`config.mk`:
```
export PLATFORM = sky130hd
export DESIGN_NAME = keyword_tokenizer_flat
export DESIGN_NICKNAME = d
export VERILOG_FILES = /design/src/rtl/keyword_tokenizer_if.sv /design/src/rtl/keyword_tokenizer.sv /design/src/flat_wrapper.sv
export SDC_FILE = /design/constraint.sdc
export NUM_CORES = 1
export LEC_CHECK = 0
export CAP_MARGIN = 20
export CELL_PAD_IN_SITES_DETAIL_PLACEMENT = 0
export CELL_PAD_IN_SITES_GLOBAL_PLACEMENT = 1
export CORE_AREA = 2 2 75 77
export DETAILED_ROUTE_END_ITERATION = 7
export DIE_AREA = 0 0 77 79
export GPL_ROUTABILITY_DRIVEN = 0
export PLACE_DENSITY_LB_ADDON = 0.1
export SETUP_SLACK_MARGIN = 0.2
export SYNTH_ARGS = -nofsm -noshare
export SYNTH_HDL_FRONTEND = slang
export SYNTH_SLANG_ARGS = --single-unit
```
`constraint.sdc`:
```
create_clock -name clk -period 6.3 [get_ports clk]
set_input_delay 0.945 -clock clk [delete_from_list [all_inputs] [get_ports clk]]
set_output_delay 0.945 -clock clk [all_outputs]
set_load 0.1 [all_outputs]
```
`src/rtl/keyword_tokenizer_if.sv`:
```
// Character-in / token-out bundle for keyword_tokenizer.
// The tokenizer takes the slave side; whatever feeds characters takes the master side.
interface keyword_tokenizer_if #(
    parameter int LEN_W = 8,
    parameter int CNT_W = 16
);
    logic [7:0]       in_i;
    logic             in_valid_i;
    logic             flush_i;
    logic             tok_valid_o;
    logic [1:0]       tok_kind_o;
    logic [LEN_W-1:0] tok_len_o;
    logic [CNT_W-1:0] word_count_o;
    logic             busy_o;

    modport slave (
        input  in_i, in_valid_i, flush_i,
        output tok_valid_o, tok_kind_o, tok_len_o, word_count_o, busy_o
    );

    modport master (
        output in_i, in_valid_i, flush_i,
        input  tok_valid_o, tok_kind_o, tok_len_o, word_count_o, busy_o
    );
endinterface

```
`src/rtl/keyword_tokenizer.sv`:
```
// Splits an ASCII byte stream into words and emits one registered token per word,
// classified as BEGIN, END or OTHER (case-insensitive).
module keyword_tokenizer #(
    parameter int LEN_W = 8,
    parameter int CNT_W = 16
) (
    input  logic                 clk,
    input  logic                 reset,
    keyword_tokenizer_if.slave   bus
);
    typedef enum logic [3:0] {
        S_IDLE  = 4'd0,
        S_OTH   = 4'd1,
        S_B     = 4'd2,
        S_BE    = 4'd3,
        S_BEG   = 4'd4,
        S_BEGI  = 4'd5,
        S_BEGIN = 4'd6,
        S_E     = 4'd7,
        S_EN    = 4'd8,
        S_END   = 4'd9
    } state_e;

    localparam logic [LEN_W-1:0] LEN_MAX = {LEN_W{1'b1}};

    state_e           state_q, state_d;
    logic [LEN_W-1:0] len_q, len_d;
    logic             tok_valid_q, tok_valid_d;
    logic [1:0]       tok_kind_q, tok_kind_d;
    logic [LEN_W-1:0] tok_len_q, tok_len_d;
    logic [CNT_W-1:0] cnt_q, cnt_d;

    logic             letter_s, space_s, term_s;
    logic [7:0]       lower_s;
    state_e           st_after_s;
    logic [LEN_W-1:0] len_after_s;

    // Keyword prefix tracker: expects the next letter of "begin" or "end", otherwise OTH.
    function automatic state_e advance(input state_e st, input logic [7:0] lc);
        state_e nx;
        nx = S_OTH;
        case (st)
            S_IDLE: begin
                if (lc == 8'h62) begin
                    nx = S_B;
                end else if (lc == 8'h65) begin
                    nx = S_E;
                end else begin
                    nx = S_OTH;
                end
            end
            S_B:    nx = (lc == 8'h65) ? S_BE   : S_OTH;
            S_BE:   nx = (lc == 8'h67) ? S_BEG  : S_OTH;
            S_BEG:  nx = (lc == 8'h69) ? S_BEGI : S_OTH;
            S_BEGI: nx = (lc == 8'h6E) ? S_BEGIN : S_OTH;
            S_E:    nx = (lc == 8'h6E) ? S_EN   : S_OTH;
            S_EN:   nx = (lc == 8'h64) ? S_END  : S_OTH;
            default: nx = S_OTH;
        endcase
        return nx;
    endfunction

    function automatic logic [1:0] kind_of(input state_e st);
        logic [1:0] k;
        case (st)
            S_BEGIN: k = 2'b01;
            S_END:   k = 2'b10;
            default: k = 2'b00;
        endcase
        return k;
    endfunction

    // Apply the character first, then decide whether the (possibly extended) word terminates.
    always_comb begin
        letter_s    = 1'b0;
        space_s     = 1'b0;
        lower_s     = bus.in_i | 8'h20;
        st_after_s  = state_q;
        len_after_s = len_q;
        term_s      = 1'b0;
        state_d     = state_q;
        len_d       = len_q;
        tok_valid_d = 1'b0;
        tok_kind_d  = tok_kind_q;
        tok_len_d   = tok_len_q;
        cnt_d       = cnt_q;

        if (bus.in_valid_i) begin
            letter_s = ((bus.in_i >= 8'h41) && (bus.in_i <= 8'h5A)) ||
                       ((bus.in_i >= 8'h61) && (bus.in_i <= 8'h7A));
            space_s  = (bus.in_i == 8'h20);
        end else begin
            letter_s = 1'b0;
            space_s  = 1'b0;
        end

        if (letter_s) begin
            st_after_s  = advance(state_q, lower_s);
            len_after_s = (len_q == LEN_MAX) ? len_q : len_q + LEN_W'(1);
        end else begin
            st_after_s  = state_q;
            len_after_s = len_q;
        end

        term_s = (space_s || bus.flush_i) && (st_after_s != S_IDLE);

        if (term_s) begin
            state_d     = S_IDLE;
            len_d       = '0;
            tok_valid_d = 1'b1;
            tok_kind_d  = kind_of(st_after_s);
            tok_len_d   = len_after_s;
            cnt_d       = cnt_q + CNT_W'(1);
        end else begin
            state_d     = st_after_s;
            len_d       = len_after_s;
        end
    end

    // State, length and token registers; reset discards any open word.
    always_ff @(posedge clk or posedge reset) begin
        if (reset) begin
            state_q     <= S_IDLE;
            len_q       <= '0;
            tok_valid_q <= 1'b0;
            tok_kind_q  <= 2'b00;
            tok_len_q   <= '0;
            cnt_q       <= '0;
        end else begin
            state_q     <= state_d;
            len_q       <= len_d;
            tok_valid_q <= tok_valid_d;
            tok_kind_q  <= tok_kind_d;
            tok_len_q   <= tok_len_d;
            cnt_q       <= cnt_d;
        end
    end

    assign bus.tok_valid_o  = tok_valid_q;
    assign bus.tok_kind_o   = tok_kind_q;
    assign bus.tok_len_o    = tok_len_q;
    assign bus.word_count_o = cnt_q;
    assign bus.busy_o       = (state_q != S_IDLE);
endmodule

```
`src/flat_wrapper.sv`:
```
// flat-port wrapper written by rule: the top's interface ports become plain ports
module keyword_tokenizer_flat 
#(
    parameter int LEN_W = 8,
    parameter int CNT_W = 16
)
  (clk, reset, bus_in_i, bus_in_valid_i, bus_flush_i, bus_tok_valid_o, bus_tok_kind_o, bus_tok_len_o, bus_word_count_o, bus_busy_o);
  keyword_tokenizer_if #(.LEN_W(LEN_W), .CNT_W(CNT_W)) bus_i ();
  input  logic clk;
  input  logic reset;
  input wire logic [$bits(bus_i.in_i)-1:0] bus_in_i;
  input wire logic [$bits(bus_i.in_valid_i)-1:0] bus_in_valid_i;
  input wire logic [$bits(bus_i.flush_i)-1:0] bus_flush_i;
  output wire logic [$bits(bus_i.tok_valid_o)-1:0] bus_tok_valid_o;
  output wire logic [$bits(bus_i.tok_kind_o)-1:0] bus_tok_kind_o;
  output wire logic [$bits(bus_i.tok_len_o)-1:0] bus_tok_len_o;
  output wire logic [$bits(bus_i.word_count_o)-1:0] bus_word_count_o;
  output wire logic [$bits(bus_i.busy_o)-1:0] bus_busy_o;
  assign bus_i.in_i = bus_in_i;
  assign bus_i.in_valid_i = bus_in_valid_i;
  assign bus_i.flush_i = bus_flush_i;
  assign bus_tok_valid_o = bus_i.tok_valid_o;
  assign bus_tok_kind_o = bus_i.tok_kind_o;
  assign bus_tok_len_o = bus_i.tok_len_o;
  assign bus_word_count_o = bus_i.word_count_o;
  assign bus_busy_o = bus_i.busy_o;
  keyword_tokenizer #(.LEN_W(LEN_W), .CNT_W(CNT_W)) u_core (.clk(clk), .reset(reset), .bus(bus_i));
endmodule
```
# --- Word-level counts from Yosys, hierarchy flattened ---
# Cells that the tools add are included.
op_classes:
  n_addsub: 2
  order_cmp: 4
  eq_ne: 16
  mux: 18
  n_reduce_logical: 8
op_table:
  columns: ["op", "count"]
  rows:
  - ["$eq A7 B6 Y1 const B", 6]
  - ["$pmux W4 S7", 1]
  - ["$mux W8", 3]
  - ["$mux W4", 5]
  - ["$add A16 B1 Y16 const B", 1]
  - ["$eq A4 B3 Y1 const B", 4]
  - ["$ge A8 B7 Y1 const B", 2]
  - ["$le A8 B7 Y1 const B", 2]
  - ["$mux W3", 4]
  - ["$add A8 B1 Y8 const B", 1]
  - ["$eq A4 B2 Y1 const B", 2]
  - ["$eq A4 B4 Y1 const B", 2]
  - ["$eq A8 B6 Y1 const B", 1]
  - ["$eq A8 B8 Y1 const B", 1]
  - ["$reduce_bool A4 Y1", 2]
  - ["$logic_not A4 Y1", 1]
  - ["$pmux W2 S2", 1]
  - ["$logic_and A1 B1 Y1", 3]
  - ["$mux W1", 3]
  - ["$logic_or A1 B1 Y1", 2]
  - ["$mux W2", 1]
totals:
  reg_bits: 39
  in_bits: 12
  output_inout_bits: 28
  elab_cells: 54

# --- Longest topological paths before layout ---
logic_depth:
  word_depth: 8
  ltp_mapped: 12
  ltp_nobuf: 8

# --- Worst setup path after synthesis ---
# Ideal clock, no wire load.
synth_timing:
  path_kind: "input -> register"
  from: "input port bus_in_i[2]"
  to: "register u_core.tok_len_q[2], in the netlist u_core.bus.tok_len_o[2]"
  setup_ns: 0.126
  t_arrival_ns: 2.838
  t_required_ns: 6.174
  setup_slack_ns: 3.336
  cell_stages: 11
  path_buffers: 4
  path_cell_list: "buf_2 > a21oi_1 > o32ai_2 > or2_1 > buf_4 > o41ai_4 > a41o_1 > buf_6 > inv_4 > buf_6 > mux2_4"
synth_via:
  elab_chain_len: 7
  word_cells_on_any_way: 30
  classes_between: "order compare: 4; eq/ne: 7; mux: 13; reduce/logical: 6"
synth_lines:
  columns: ["element", "line", "text"]
  rows:
  - ["from (decl)", "flat_wrapper.sv:11", "input wire logic [$bits(bus_i.in_i)-1:0] bus_in_i;"]
  - ["$ge A8 B7 Y1 (tied with other cells)", "keyword_tokenizer.sv:89", "letter_s = ((bus.in_i >= 8'h41) && (bus.in_i <= 8'h5A)) ||"]
  - ["$logic_and A1 B1 Y1 (tied with other cells)", "keyword_tokenizer.sv:89", null]
  - ["$logic_or A1 B1 Y1 / $mux W4 (equally long branches)", "keyword_tokenizer.sv:89, keyword_tokenizer.sv:44", null]
  - ["$mux W1 / $pmux W4 S7 (equally long branches)", "keyword_tokenizer.sv:88, keyword_tokenizer.sv:42", null]
  - ["$mux W4", "keyword_tokenizer.sv:97", "if (letter_s) begin"]
  - ["$reduce_bool A4 Y1", "keyword_tokenizer.sv:105", "term_s = (space_s || bus.flush_i) && (st_after_s != S_IDLE);"]
  - ["$logic_and A1 B1 Y1 *", "keyword_tokenizer.sv:105", null]
  - ["net u_core.term_s", "keyword_tokenizer.sv:33", "logic letter_s, space_s, term_s;"]
  - ["to (signal assigned)", "keyword_tokenizer.sv:134", "tok_len_q <= tok_len_d;"]
  - ["to (decl)", "keyword_tokenizer.sv:30", "logic [LEN_W-1:0] tok_len_q, tok_len_d;"]
# The timed path passes the listed nets; every way through them passes the cells marked *.
# A chain may end at the register's enable or synchronous reset.

# --- Final worst setup path ---
layout_timing:
  from: "input port bus_in_i[3]"
  to: "register u_core.tok_len_q[2], in the netlist u_core.bus.tok_len_o[2]"
layout_via:
  elab_chain_len: 7
  word_cells_on_any_way: 30
  classes_between: "order compare: 4; eq/ne: 7; mux: 13; reduce/logical: 6"
layout_lines:
  columns: ["element", "line"]
  rows:
  - ["$ge A8 B7 Y1 (tied with other cells)", "keyword_tokenizer.sv:89"]
  - ["$logic_and A1 B1 Y1 (tied with other cells)", "keyword_tokenizer.sv:89"]
  - ["$logic_or A1 B1 Y1 / $mux W4 (equally long branches)", "keyword_tokenizer.sv:89, keyword_tokenizer.sv:44"]
  - ["$mux W1 / $pmux W4 S7 (equally long branches)", "keyword_tokenizer.sv:88, keyword_tokenizer.sv:42"]
  - ["$mux W4", "keyword_tokenizer.sv:97"]
  - ["$reduce_bool A4 Y1", "keyword_tokenizer.sv:105"]
  - ["$logic_and A1 B1 Y1", "keyword_tokenizer.sv:105"]
# Several ways; a longest one is shown, not always the timed one.

==> out/results.md <==
- complete, no violations — result of the run
- 0 — overflow left after global routing
- 6080 um^2 — full die area
- register — endpoint class of the critical path
- 1716 — total number of vias
- 217 — Cells after Synth
- reg2reg — Hold/Removal Path Class
- bus_in_i[3] — start point of the critical path
- 0.00114 uW — Static Leakage
- 39 — flop and latch count out of synthesis
- 0 — number of setup buffers added after CTS
- 10.1 um^2 — average cell area after synthesis
- 2 — buffer levels on the longest clock path
- 0.08 ns — clock transition time at the flip-flop clock pins of the worst setup and hold paths
- 1722 — number of global-route vias before repair
- 1.03 ns — transition time of the tightest slew-check pin
- 327 — final cell count without fillers
- 44.7% — sequential cell area fraction in the yosys report
- 319 — Post-Place Cells
- 79 um — die boundary height
- 0 — antenna violations before repair
- 3.16 ns — FF-to-FF setup slack
- clkdlybuf4s50_1 > or3_4 > o32ai_2 > or2_1 > a221o_1 > a41o_1 > inv_4 > mux2_4 — cells traversed along the worst timing path
- sky130_fd_sc_hd__a41o_1 — slowest cell on the critical path
- 0 ns — total negative slack
- 53 — number of library cell types mapped by synthesis
- 20.1% — part of the power in the clock network
- 31.4% — normalized max-slew margin
- 23.0% — P&R area growth vs syn
- sky130_fd_sc_hd__dfrtp_1 — most used flip-flop cell after synthesis
- 0.545 mV — maximum VDD drop
- 40 — maximum number of pins on one net before global-route repair
- 28 — Max Fanout on Critical Path
- 444 uW — internal power
- 6.48 ns — data required time of the critical path
- 0 — maxcap violations
- 231 — Synth Net Count
- 40 — number of ports placed on the die boundary
- u_core.bus.tok_len_o[2] — worst setup path end
- 7.91 mm — first-pass GRT wire length
- u_core.bus.tok_len_o[2] — worst reg2reg path endpoint
- 0 — warning count from the yosys run
- 39 — number of port buffers
- 39.6% — part of the total power dissipated in sequential elements
- 0.88 ns — slowest stage delay, CP
- 45.3% — switching power share of the total
- 0 — number of slew-limit violations in the final report
- 4.12 ns — final critical path time including I/O delays and setup
- 242 MHz — Max Clk Rate
- 16.0% — GRT Overall Usage
- 13.7 um — wire per inst
- 4.50 mm — total wire length after detailed routing
- 3.24 mm — sum of net half-perimeters after detailed placement
- 65.5% — final period utilization
- done — TritonCTS clock tree
- 0 — antenna-violating nets left
- u_core.state_q[3] — worst reg2reg path startpoint
- 39 — number of sinks handled by clock tree synthesis
- 0 — count of final hold-check violations
- 8.63% — share of post-route cells with drive strength above 1
- 77 um — DIE WIDTH
- 27 — Rows
- in2reg — critical path class
- 0 — Post-synth EDFFs
- 7 — number of cell instances on the worst register-to-register path
- 40.9% — initial core utilization
- 268 — final net count
- no — unrepaired setup endpoints after global routing
- 528 — number of fillers in the final layout
- 5 — CTS Buf Count
- 62 — number of violations reported at the end of detailed-routing iteration 0
- 0 — count of hold-fix buffers inserted at cts
- 4.31 ns — Arr. time, crit path
- 4 — count of TritonRoute iterations in the first routing pass
- 5.25 — post-detailed-route via-to-cell ratio
- 0.00784 ns — post-route clock skew
- 2180 um^2 — summed instance area of the synthesized netlist
- primary input — startpoint kind of the worst setup timing path
- 5340 um^2 — floorplan core area
- sky130_fd_sc_hd__clkbuf_8 — root buffer cell
- 0.29 ns — clk_lat worst skew
- 0 — DRC errors left
- 40.3% — combinational share of power
- 302 nW/um^2 — power per standard cell area
- 0 — count of endpoints failing setup in the final report
- 0 — CTS resizes
- 2 — maximum level of the CTS H-tree
- 0 — ANT cells
- 100% — share of async-settable or async-resettable flops after synthesis
- 367 uW — Switch Pwr
## power by group through the flow
stage                     clock, uW  combinational [uW]  sequential [uW]
after floorplan                   0                70.2              502
after global placement            0                 326              326
after detailed placement          0                 328              324
after CTS                       172                 330              321
after global routing            179                 345              327
final                           163                 327              321
## cells by family after synthesis
kind of cell	Yosys count	share of synthesized area, %
simple gates	101	26.8
flops	39	44.7
compound gates	32	11.3
xor+xnor	20	8.03
buf+inv	16	4.42
mux	7	3.61
fa+ha+maj	2	1.15
## layout make-up
cell class	instances	area (um^2)	share of cell area, %
timing repair buffer	40	398	14.8
clock buffer	6	72.6	2.70
clock inverter	2	12.5	0.466
sequential	39	976	36.4
multi-input combinational	162	1110	41.4
inverter	6	25.0	0.932
tap	72	90.1	3.36
## critical path: cells and delay by family
family,cells,cell delay (ns)
compound gates,3,1.44
simple gates,2,0.84
buf+inv,2,0.71
mux,1,0.36
## metal layers
metal  track usage [%]  vias up  wire [um]
li1                  -      844          -
met1              20.8      826       2130
met2              26.5       38       2110
met3              3.75        8        185
met4              5.36        0         69
met5                 0        -          0
## sequential cells by signal, indices dropped and copies added, names as in the netlist
signal and cells:
u_core.bus.word_count_o 16, u_core.bus.tok_len_o 8, u_core.state_q 4, u_core.bus.tok_kind_o 2
u_core.len_q 8, u_core.bus.tok_valid_o 1
## metrics by stage
step           hold slack [ns]  util [%]  setup WS, ns  cell area, um^2  power, uW
2_1_floorplan            0.542         -          3.34             2180        572
3_5_place_dp             0.460      48.7          1.81             2600        653
4_1_cts                  0.477      50.3          2.14             2680        823
6_report                 0.472      50.3          2.18             2680        811
5_1_grt                  0.492      50.3          1.90             2680        852
3_3_place_gp             0.465      48.7          1.89             2600        652
## layout by cell type (no fill, tap or decap), drive strengths merged, types with 4 or more instances in the layout
master	n
inv	6
nand3	8
clkdlybuf4s50	39
nand4	4
nor3	10
xor2	12
o21ai	11
nor3b	6
dfrtp	39
xnor2	8
nand2	27
clkbuf	6
nor2	14
and2	6
a21oi	5
mux2	4
## Yosys cell counts, drive strengths merged (3+ instances only)
| library cell | instances | share of area [%] |
|---|---|---|
| nor2 | 14 | 2.4 |
| nor3b | 6 | 2.1 |
| o41ai | 3 | 2.1 |
| and2 | 6 | 1.7 |
| buf | 10 | 3.3 |
| inv | 6 | 1.1 |
| mux2 | 4 | 2.2 |
| nand2 | 27 | 4.6 |
| xor2 | 12 | 4.8 |
| and3 | 3 | 0.86 |
| dfrtp | 39 | 45 |
| nor3 | 10 | 3.0 |
| xnor2 | 8 | 3.2 |
| or2 | 3 | 0.86 |
| nand4 | 4 | 1.1 |
| mux2i | 3 | 1.4 |
| nand3 | 8 | 1.8 |
| o21ai | 11 | 2.5 |
| nand3b | 3 | 1.0 |
| a21oi | 5 | 1.3 |
## how the worst min path moves through the flow
stage,from,endpoint,slack [ns],cells after the start
3_3_place_gp,u_core.bus.word_count_o[15],u_core.bus.word_count_o[15],0.46,1
6_report,u_core.bus.word_count_o[15],u_core.bus.word_count_o[15],0.47,1
4_1_cts,u_core.bus.word_count_o[15],u_core.bus.word_count_o[15],0.48,1
2_1_floorplan,u_core.len_q[1],u_core.len_q[1],0.54,2
3_5_place_dp,u_core.bus.word_count_o[15],u_core.bus.word_count_o[15],0.46,1
5_1_grt,u_core.bus.word_count_o[15],u_core.bus.word_count_o[15],0.49,1
Note: power is estimated with default switching activity, not from simulation.
